## src/rtl/mn_hostif_pkg.sv

```systemverilog
// Shared register map, bit positions and sizing helpers for the HPS mailbox slave.
package mn_hostif_pkg;

  localparam logic [31:0] DEFAULT_ID = 32'h4D42_0001;

  localparam int REG_ID      = 0;
  localparam int REG_CTRL    = 1;
  localparam int REG_STATUS  = 2;
  localparam int REG_THRESH  = 3;
  localparam int REG_TX_DATA = 4;
  localparam int REG_RX_DATA = 5;
  localparam int REG_SCRATCH = 6;
  localparam int REG_RX_TS   = 7;

  localparam int CTRL_IRQ_EN = 0;
  localparam int CTRL_FLUSH  = 1;

  localparam int ST_RX_COUNT_LSB = 0;
  localparam int ST_TX_COUNT_LSB = 8;
  localparam int ST_RX_EMPTY     = 16;
  localparam int ST_TX_FULL      = 17;
  localparam int ST_TX_OVERFLOW  = 24;
  localparam int ST_RX_UNDERFLOW = 25;
  localparam int ST_PARTIAL_ERR  = 26;

  // Count must hold 0..depth inclusive, hence one bit more than the pointer.
  function automatic int count_width(input int depth);
    return $clog2(depth) + 1;
  endfunction

  // A 256-deep FIFO can report 256, which does not fit the 8-bit STATUS field.
  function automatic logic [7:0] sat8(input logic [15:0] c);
    return (c > 16'd255) ? 8'hFF : c[7:0];
  endfunction

endpackage

```

## src/rtl/mn_hostif_sync_fifo.sv

```systemverilog
// Show-ahead synchronous FIFO with flush; push while full succeeds only with a same-cycle pop.
module mn_hostif_sync_fifo
  import mn_hostif_pkg::*;
#(
  parameter int WIDTH = 32,
  parameter int DEPTH = 16
) (
  input  logic                     clk,
  input  logic                     srst,
  input  logic                     flush,
  input  logic                     push,
  input  logic [WIDTH-1:0]         din,
  input  logic                     pop,
  output logic [WIDTH-1:0]         dout,
  output logic [$clog2(DEPTH):0]   count,
  output logic                     full,
  output logic                     empty
);

  localparam int AW = $clog2(DEPTH);
  localparam int CW = count_width(DEPTH);

  logic [WIDTH-1:0] mem [DEPTH];
  logic [AW-1:0]    wr_ptr_reg;
  logic [AW-1:0]    rd_ptr_reg;
  logic [CW-1:0]    count_reg;
  logic             do_push;
  logic             do_pop;

  assign full    = (count_reg == CW'(DEPTH));
  assign empty   = (count_reg == '0);
  assign do_push = push & (~full | pop);
  assign do_pop  = pop & ~empty;
  assign dout    = mem[rd_ptr_reg];
  assign count   = count_reg;

  always_ff @(posedge clk) begin
    if (do_push && !flush && !srst) begin
      mem[wr_ptr_reg] <= din;
    end
  end

  // Flush has priority over any same-cycle push or pop.
  always_ff @(posedge clk) begin
    if (srst || flush) begin
      wr_ptr_reg <= '0;
      rd_ptr_reg <= '0;
      count_reg  <= '0;
    end else begin
      if (do_push) wr_ptr_reg <= wr_ptr_reg + AW'(1);
      if (do_pop)  rd_ptr_reg <= rd_ptr_reg + AW'(1);
      case ({do_push, do_pop})
        2'b10:   count_reg <= count_reg + CW'(1);
        2'b01:   count_reg <= count_reg - CW'(1);
        default: count_reg <= count_reg;
      endcase
    end
  end

endmodule

```

## src/rtl/mn_hostif_mbox_slave.sv

```systemverilog
// Avalon-MM register file with TX/RX word mailboxes and a level IRQ for the HPS lightweight bridge.
// Optional MBOX_RX_TIMESTAMP_EN adds a cycle counter and per-word RX timestamps readable at register 7.
module mn_hostif_mbox_slave
  import mn_hostif_pkg::*;
#(
  parameter int          ADDR_WIDTH = 4,
  parameter int          DATA_WIDTH = 32,
  parameter int          FIFO_DEPTH = 16,
  parameter logic [31:0] ID_VALUE   = DEFAULT_ID
) (
  input  logic                  clk100_clk,
  input  logic                  reset_clk100_reset,
  input  logic [ADDR_WIDTH-1:0] avs_address,
  input  logic                  avs_read,
  input  logic                  avs_write,
  input  logic [3:0]            avs_byteenable,
  input  logic [DATA_WIDTH-1:0] avs_writedata,
  output logic [DATA_WIDTH-1:0] avs_readdata,
  output logic                  avs_readdatavalid,
  output logic                  avs_waitrequest,
  output logic [DATA_WIDTH-1:0] tx_data,
  output logic                  tx_valid,
  input  logic                  tx_ready,
  input  logic [DATA_WIDTH-1:0] rx_data,
  input  logic                  rx_valid,
  output logic                  rx_ready,
  output logic                  irq
);

  localparam int CW = count_width(FIFO_DEPTH);

  logic                  srst;
  logic                  wait_reg;
  logic                  live;
  logic                  rd_acc;
  logic                  wr_acc;
  logic                  full_be;
  logic [DATA_WIDTH-1:0] be_mask;

  logic                  irq_en_reg;
  logic [7:0]            thresh_reg;
  logic [DATA_WIDTH-1:0] scratch_reg;
  logic [DATA_WIDTH-1:0] scratch_next;
  logic                  tx_ovf_reg;
  logic                  rx_unf_reg;
  logic                  partial_reg;
  logic                  irq_reg;
  logic [DATA_WIDTH-1:0] rdata_reg;
  logic                  rdv_reg;
  logic [DATA_WIDTH-1:0] rd_mux;
  logic [DATA_WIDTH-1:0] rx_ts;

  logic wr_ctrl, wr_status, wr_thresh, wr_tx, wr_scratch, rd_rx;
  logic flush;

  logic                  tx_push_req, tx_pop, tx_full, tx_empty;
  logic [CW-1:0]         tx_count;
  logic [DATA_WIDTH-1:0] tx_dout;
  logic                  rx_push, rx_pop, rx_full, rx_empty;
  logic [CW-1:0]         rx_count;
  logic [DATA_WIDTH-1:0] rx_dout;

  assign srst = reset_clk100_reset;
  // live is low during reset and for one cycle after it, gating bus and stream traffic.
  assign live    = ~wait_reg & ~srst;
  assign rd_acc  = avs_read & live;
  assign wr_acc  = avs_write & live;
  assign full_be = (avs_byteenable == 4'hF);

  genvar gi;
  generate
    for (gi = 0; gi < DATA_WIDTH / 8; gi++) begin : g_lane
      assign be_mask[gi*8 +: 8] = {8{avs_byteenable[gi]}};
    end
  endgenerate

  assign wr_ctrl    = wr_acc & (avs_address == ADDR_WIDTH'(REG_CTRL));
  assign wr_status  = wr_acc & (avs_address == ADDR_WIDTH'(REG_STATUS));
  assign wr_thresh  = wr_acc & (avs_address == ADDR_WIDTH'(REG_THRESH));
  assign wr_tx      = wr_acc & (avs_address == ADDR_WIDTH'(REG_TX_DATA));
  assign wr_scratch = wr_acc & (avs_address == ADDR_WIDTH'(REG_SCRATCH));
  assign rd_rx      = rd_acc & (avs_address == ADDR_WIDTH'(REG_RX_DATA));

  assign flush = wr_ctrl & avs_byteenable[0] & avs_writedata[CTRL_FLUSH];

  assign tx_push_req = wr_tx & full_be;
  assign tx_valid    = ~tx_empty & ~srst;
  assign tx_data     = tx_dout;
  assign tx_pop      = tx_valid & tx_ready;

  assign rx_ready = ~rx_full & live;
  assign rx_push  = rx_valid & rx_ready;
  assign rx_pop   = rd_rx & ~rx_empty;

  mn_hostif_sync_fifo #(.WIDTH(DATA_WIDTH), .DEPTH(FIFO_DEPTH)) u_tx_fifo (
    .clk   (clk100_clk),
    .srst  (srst),
    .flush (flush),
    .push  (tx_push_req),
    .din   (avs_writedata),
    .pop   (tx_pop),
    .dout  (tx_dout),
    .count (tx_count),
    .full  (tx_full),
    .empty (tx_empty)
  );

  mn_hostif_sync_fifo #(.WIDTH(DATA_WIDTH), .DEPTH(FIFO_DEPTH)) u_rx_fifo (
    .clk   (clk100_clk),
    .srst  (srst),
    .flush (flush),
    .push  (rx_push),
    .din   (rx_data),
    .pop   (rx_pop),
    .dout  (rx_dout),
    .count (rx_count),
    .full  (rx_full),
    .empty (rx_empty)
  );

`ifdef MBOX_RX_TIMESTAMP_EN
  logic [31:0]   cycle_cnt_reg;
  logic [31:0]   last_ts_reg;
  logic [31:0]   ts_dout;
  logic          ts_full;
  logic          ts_empty;
  logic [CW-1:0] ts_count;

  always_ff @(posedge clk100_clk) begin
    if (srst) cycle_cnt_reg <= '0;
    else      cycle_cnt_reg <= cycle_cnt_reg + 32'd1;
  end

  // Runs in lockstep with the RX FIFO, so its gating terms never actually block.
  mn_hostif_sync_fifo #(.WIDTH(32), .DEPTH(FIFO_DEPTH)) u_ts_fifo (
    .clk   (clk100_clk),
    .srst  (srst),
    .flush (flush),
    .push  (rx_push & ~ts_full),
    .din   (cycle_cnt_reg),
    .pop   (rx_pop & (ts_count != '0)),
    .dout  (ts_dout),
    .count (ts_count),
    .full  (ts_full),
    .empty (ts_empty)
  );

  always_ff @(posedge clk100_clk) begin
    if (srst || flush)  last_ts_reg <= '0;
    else if (rx_pop)    last_ts_reg <= ts_empty ? 32'd0 : ts_dout;
  end

  assign rx_ts = DATA_WIDTH'(last_ts_reg);
`else
  assign rx_ts = '0;
`endif

  assign scratch_next = (scratch_reg & ~be_mask) | (avs_writedata & be_mask);

  always_comb begin
    rd_mux = '0;
    case (avs_address)
      ADDR_WIDTH'(REG_ID):      rd_mux = DATA_WIDTH'(ID_VALUE);
      ADDR_WIDTH'(REG_CTRL):    rd_mux[CTRL_IRQ_EN] = irq_en_reg;
      ADDR_WIDTH'(REG_STATUS): begin
        rd_mux[ST_RX_COUNT_LSB +: 8] = sat8(16'(rx_count));
        rd_mux[ST_TX_COUNT_LSB +: 8] = sat8(16'(tx_count));
        rd_mux[ST_RX_EMPTY]          = rx_empty;
        rd_mux[ST_TX_FULL]           = tx_full;
        rd_mux[ST_TX_OVERFLOW]       = tx_ovf_reg;
        rd_mux[ST_RX_UNDERFLOW]      = rx_unf_reg;
        rd_mux[ST_PARTIAL_ERR]       = partial_reg;
      end
      ADDR_WIDTH'(REG_THRESH):  rd_mux[7:0] = thresh_reg;
      ADDR_WIDTH'(REG_RX_DATA): rd_mux = rx_empty ? '0 : rx_dout;
      ADDR_WIDTH'(REG_SCRATCH): rd_mux = scratch_reg;
      ADDR_WIDTH'(REG_RX_TS):   rd_mux = rx_ts;
      default:                  rd_mux = '0;
    endcase
  end

  always_ff @(posedge clk100_clk) begin
    if (srst) begin
      wait_reg    <= 1'b1;
      irq_en_reg  <= 1'b0;
      thresh_reg  <= '0;
      scratch_reg <= '0;
      tx_ovf_reg  <= 1'b0;
      rx_unf_reg  <= 1'b0;
      partial_reg <= 1'b0;
      irq_reg     <= 1'b0;
      rdata_reg   <= '0;
      rdv_reg     <= 1'b0;
    end else begin
      wait_reg <= 1'b0;
      if (wr_ctrl && avs_byteenable[0])   irq_en_reg  <= avs_writedata[CTRL_IRQ_EN];
      if (wr_thresh && avs_byteenable[0]) thresh_reg  <= avs_writedata[7:0];
      if (wr_scratch)                     scratch_reg <= scratch_next;
      // A new event in the same cycle as its W1C keeps the bit set.
      tx_ovf_reg  <= (tx_push_req & tx_full & ~tx_pop) |
                     (tx_ovf_reg & ~(wr_status & avs_writedata[ST_TX_OVERFLOW]));
      rx_unf_reg  <= (rd_rx & rx_empty) |
                     (rx_unf_reg & ~(wr_status & avs_writedata[ST_RX_UNDERFLOW]));
      partial_reg <= (wr_tx & ~full_be) |
                     (partial_reg & ~(wr_status & avs_writedata[ST_PARTIAL_ERR]));
      irq_reg <= irq_en_reg & (((thresh_reg != 8'd0) && (16'(rx_count) >= 16'(thresh_reg))) |
                               tx_ovf_reg | rx_unf_reg | partial_reg);
      rdv_reg <= rd_acc;
      if (rd_acc) rdata_reg <= rd_mux;
    end
  end

  assign avs_waitrequest   = wait_reg | srst;
  assign avs_readdata      = rdata_reg;
  assign avs_readdatavalid = rdv_reg & ~srst;
  assign irq               = irq_reg;

endmodule

```

## config.mk

```make
export PLATFORM = sky130hd
export DESIGN_NAME = mn_hostif_mbox_slave
export DESIGN_NICKNAME = d
export VERILOG_FILES = /design/src/rtl/mn_hostif_pkg.sv /design/src/rtl/mn_hostif_sync_fifo.sv /design/src/rtl/mn_hostif_mbox_slave.sv
export SDC_FILE = /design/constraint.sdc
export NUM_CORES = 1
export LEC_CHECK = 0
export CAP_MARGIN = 30
export CORE_MARGIN = 5
export CORE_UTILIZATION = 50
export DETAILED_ROUTE_END_ITERATION = 8
export PLACE_DENSITY = 0.72
export SLEW_MARGIN = 20
export SYNTH_ARGS = -nofsm -noshare
export SYNTH_HDL_FRONTEND = slang
export SYNTH_SLANG_ARGS = --single-unit
```

## constraint.sdc

```tcl
create_clock -name clk100_clk -period 4.4 [get_ports clk100_clk]
set_input_delay 0.88 -clock clk100_clk [delete_from_list [all_inputs] [get_ports clk100_clk]]
set_output_delay 0.88 -clock clk100_clk [all_outputs]
set_load 0.03 [all_outputs]
```

After elaboration in Yosys (flattened, before gate mapping)
Memory sizes are Yosys's and may differ from the RTL's. A register that Yosys moved wholly into a read port is not among the register bits.
Index checks and enable logic that the tools add are counted.
- bits in registers: 105
- bits in writable memories: 1024
- word-level logic and storage cells: 131
- memories: 2
- memory list (name ; words ; width ; read ports ; clocked after Yosys merged registers in ; wr ports ; RTL line ; text):
    u_rx_fifo.mem ; 16 ; 32 ; 1 ; 1 ; 1 ; mn_hostif_sync_fifo.sv:23 ; logic [WIDTH-1:0] mem [DEPTH];
    u_tx_fifo.mem ; 16 ; 32 ; 1 ; 1 ; 1 ; mn_hostif_sync_fifo.sv:23 ;
- add/subtract/negate cells: 8
- $lt $le $gt $ge: 1
- equality and inequality tests: 13
- muxes and demuxes: 18
- bitwise gates (word level): 57
- reduce and logical (&&, ||, !) cells: 16
- operators with widths (kind ; number):
    $and A32 B32 Y32 ; 2
    $pmux W10 S4 ; 1
    $and A1 B1 Y1 ; 33
    $mux W32 ; 1
    $not A32 Y32 ; 1
    $or A32 B32 Y32 ; 1
    $pmux W7 S4 ; 1
    $pmux W5 S2 ; 2
    $pmux W6 S3 ; 1
    $add A4 B1 Y4 const B ; 4
    $mux W4 ; 4
    $pmux W5 S3 ; 1
    $eq A4 B3 Y1 const B ; 3
    $pmux W3 S4 ; 1
    $not A1 Y1 ; 11
    $add A5 B1 Y5 const B ; 2
    $eq A5 B5 Y1 const B ; 2
    $logic_not A5 Y1 ; 2
    $sub A5 B1 Y5 const B ; 2
    $or A1 B1 Y1 ; 9
    $eq A4 B2 Y1 const B ; 2
    $ge A5 B8 Y1 ; 1
    $reduce_bool A8 Y1 ; 1
    $logic_and A1 B1 Y1 ; 7
    other kinds (10) ; 18

Longest topological paths before layout
- depth after elaboration: 11
- mapped depth: 13

By module
Synthesis repeated with hierarchy kept, for this count alone.
- cells, all modules: 2188
- area total of the unflattened synthesis: 43641.9 um^2
- by module, submodules not included (module ; times used ; cells each ; area an instance (um^2) ; seq. area each (um^2)):
    mn_hostif_sync_fifo ; 2 ; 901 ; 20030.5 ; 15715.1
    mn_hostif_mbox_slave ; 1 ; 386 ; 3580.9 ; 1581.5

Least setup slack after synthesis
Ideal clock, no wire load.
- path type: input to register
- from: input reset_clk100_reset
- to: memory u_rx_fifo.mem[0][0] (enable)
- data arrival time: 3.986 ns
- data required time: 3.939 ns
- path slack: -0.047 ns
- cell stages on the path: 7
- path through: buf_2 -> nor2_1 -> o211a_1 -> inv_1 -> nor2_1 -> nand2_1 -> nor3_1
- cells in the longest elaborated chain, start to end: 11
- elaborated cells on any way between the ends: 19
- those cells by class: mux (2); bitwise (13); reduce/logical (4)
- RTL lines (item ; RTL line ; text):
    start: declaration ; mn_hostif_mbox_slave.sv:12 ; input logic reset_clk100_reset,
    $not A1 Y1 ; mn_hostif_mbox_slave.sv:65 ; assign live = ~wait_reg & ~srst;
    $and A1 B1 Y1 ; mn_hostif_mbox_slave.sv:65 ;
    $and A1 B1 Y1 (on tied branches) ; mn_hostif_mbox_slave.sv:66, mn_hostif_mbox_slave.sv:67 ;
    $and A1 B1 Y1 (on tied branches) ; mn_hostif_mbox_slave.sv:82, mn_hostif_mbox_slave.sv:77 ;
    $and A1 B1 Y1 (on tied branches) ; mn_hostif_mbox_slave.sv:93, mn_hostif_mbox_slave.sv:84 ;
    $or A1 B1 Y1 / $and A1 B1 Y1 (equally long branches) ; mn_hostif_sync_fifo.sv:32, mn_hostif_mbox_slave.sv:84 ;
    $and A1 B1 Y1 / $logic_not A1 Y1 (equally long branches) ; mn_hostif_sync_fifo.sv:32, mn_hostif_sync_fifo.sv:38 ;
    $logic_and A1 B1 Y1 ; mn_hostif_sync_fifo.sv:38 ; if (do_push && !flush && !srst) begin
    $logic_and A1 B1 Y1 * ; mn_hostif_sync_fifo.sv:38 ;
    $mux W1 * ; mn_hostif_sync_fifo.sv:38 ;
    $mux W1 (not written as such) * ; mn_hostif_sync_fifo.sv:39 ; mem[wr_ptr_reg] <= din;
    end: declaration ; mn_hostif_sync_fifo.sv:23 ;
Every way passes the cells marked *; elsewhere a longest branch is shown, timed or not.

==> metrics.txt <==
Final setup viols 0; initial antenna violation count 10; largest net degree at the start of global routing 65; clk sinks between 1k and 1.5k; CP peak stage delay 640 ps; fmax between 200 and 250 MHz; Synthesis Warnings 0; Routed Antenna Nets 0; sequential area share after synthesis between 70% and 80%; CP Cell Sequence buf_12, mux4_2, mux4_2, clkdlybuf4s50_1; setup repair bufs after CTS 0; PortBufs 146; Worst Hold Class flop to flop; maximum VDD drop approximately 0.36 mV; top_reg_cell synth edfxtp_1; Worst Max-Slew Pin Slew around 900 ps; Startpoint Class flop; Sum Neg Setup Slack 0 ps; Final Cycle Share 95.6%; Fill cells 6073; share of cells above drive strength 1 25.5%; clk_skew approximately 21 ps; die area ~94000 um2; worst-skew pair later-pin latency 680 ps; CTS H-tree lvls 3; crit path DAT 3330 ps; Row Count 108; Crit-path slowest cell clkdlybuf4s50_1; Cells after Synth approximately 2.1k; CTS buffer count 109; synthesized area 43800 um2; routability cong. about 0.87; Crit path required time around 3500 ps; CTS clk-pin slew, worst paths around 70 ps; Residual DRC 0; synth unique cells 65; status finished, final reports clean; Hold Buf Count CTS 0; Setup crit end kind output port; # nets final 2447; # IOs between 100 and 150; CTS Buffer Depth 3; vias in the first global route 22.4k; RSZ-0062 raised after global routing no; core area 86900 um2; total gr overflow 0; PD cells approximately 420 nW/um2; Initial Util about half; Yosys reg bits ~1.1k; All-Layer GR Usage a little over a fifth; Die Ht slightly above 300 um; Layout area overhead 16.8%; total power around 0.021 W; critical path type flop to output port; Die Wd between 300 and 400 um; synthesized area per cell approximately 21 um2; routed via count 21.6k; Max Cap Violations 0; Routed WL 101 mm; post-layout min period about 4200 ps; root buffer cell clkbuf_16; syn_nets about 2.2k; TritonCTS clock tree yes; half-perimeter wire length after placement just over 60 mm; fin. max-slew vios 0; async set or reset register ratio after synthesis 0%; EDFF count, synth between 1k and 1.5k; Crit Path Max Fanout between 60 and 70; endpoints failing hold 0; first-pass GRT wire length 149 mm; # resized after CTS 0; Initial DRT Pass Iterations 5; Initial DRC Count about 2.2k; P_leak 15.8 nW; Via-to-Cell Ratio between 6 and 7; Slew headroom ~38%; cell mode on critical path mux4_2; drt wl/cell ~28 um
## cell families after synthesis
kind of cell	synth area share, %
XOR/XNOR	0.360
multiplexers	16.8
AO/OA/AOI/OAI	2.39
adder cells (fa/ha/maj)	0.674
flip-flops	75.4
buffers and inverters	1.46
AND/OR/NAND/NOR	2.89
## path summary, 6_finish.rpt
check / start / to / slack [ps] / depth (start not counted)
hold / removal: flop / flop / 470 / 2
hold reg to reg: flop / flop / 470 / 2
setup reg to reg: u_tx_fifo.count[2]$_SDFFE_PP0P_ / u_tx_fifo.count[4]$_SDFFE_PP0P_ / 850 / 11
setup / recovery: flop / tx_data[0] / 190 / 4
## area by class of cell
type / instances / area [um2] / area share (%)
multi-input combinational: 824 / 10300 / 20.1
tap: 1155 / 1450 / 2.83
sequential: 1137 / 33000 / 64.6
timing repair buffer: 251 / 2620 / 5.12
antenna: 3 / 7.51 / 0.0147
clock inverter: 57 / 567 / 1.11
clock buffer: 151 / 3080 / 6.02
inverter: 23 / 86.3 / 0.169
## Yosys cell counts, types with 3 or more instances
master	instances	area, um2
xnor2_1	9	78.8
a22oi_1	15	113
dfxtp_1	113	2260
a21oi_1	54	270
o21ai_0	23	115
a211o_1	13	114
nand4_1	5	31.3
mux2i_1	78	781
and2_1	16	100
o221ai_1	5	43.8
inv_1	22	82.6
o221a_2	4	45.0
buf_1	13	48.8
o22ai_1	14	87.6
buf_4	4	30.0
mux4_2	292	6580
nor3_1	12	60.1
a2bb2oi_1	7	61.3
nor2b_1	7	43.8
edfxtp_1	1024	30700
buf_6	4	45.0
nand3_1	40	200
and3_1	3	18.8
nor3_2	3	30.0
or3_1	4	25.0
clkbuf_1	49	184
nor3b_1	11	82.6
ha_1	22	275
o22a_1	6	52.6
nand2_1	66	248
buf_2	40	200
xor2_1	9	78.8
nor2_1	62	233
nand2b_1	8	50.1
## per-stage QoR
step | setup WS [ps] | instance area, um2 | hold WS (ps) | cells | util (%)
2_1_floorplan | 755 | 43800 | 433 | 2097 | -
3_3_place_gp | 76.9 | 47400 | 447 | 3387 | 54.6
3_5_place_dp | 41.7 | 47500 | 462 | 3389 | 54.6
4_1_cts | 136 | 51100 | 472 | 3597 | 58.8
5_1_grt | 67.0 | 51100 | 493 | 3598 | 58.9
6_report | 193 | 51100 | 471 | 3601 | 58.9
## metal layers
layer / track usage, % / share of wire [%]
met5: 0 / 0.092
met1: 28.6 / 39
met2: 35.8 / 51
met3: 5.46 / 8.6
met4: 4.92 / 2.0
## cells in the final DEF, fill, tap and decap left out, drive strengths merged, types with 9 or more instances in the layout
cell type / instances
ha: 22
inv: 24
dfxtp: 113
mux4: 292
nor3b: 11
and2: 16
buf: 106
a21oi: 54
clkinv: 45
nor3: 15
clkbuf: 151
xor2: 9
o22ai: 14
nor2: 64
clkdlybuf4s50: 145
nand3: 40
a22oi: 15
xnor2: 9
mux2i: 78
nand2: 68
a211o: 13
o21ai: 23
edfxtp: 1024
## critical path: cells and delay by family (launching register included)
kind / cells / cell delay [ps]
buffers and inverters: 2 / 1050
muxes: 2 / 1130
DFF: 1 / 380
## report_power, final
group | leakage, nW | internal [W] | switching, W
sequential | 10.1 | 0.0118 | 0.00000764
combinational | 3.90 | 0.000101 | 0.000240
clock | 1.78 | 0.00538 | 0.00392
(Power assumes the default switching activity.)
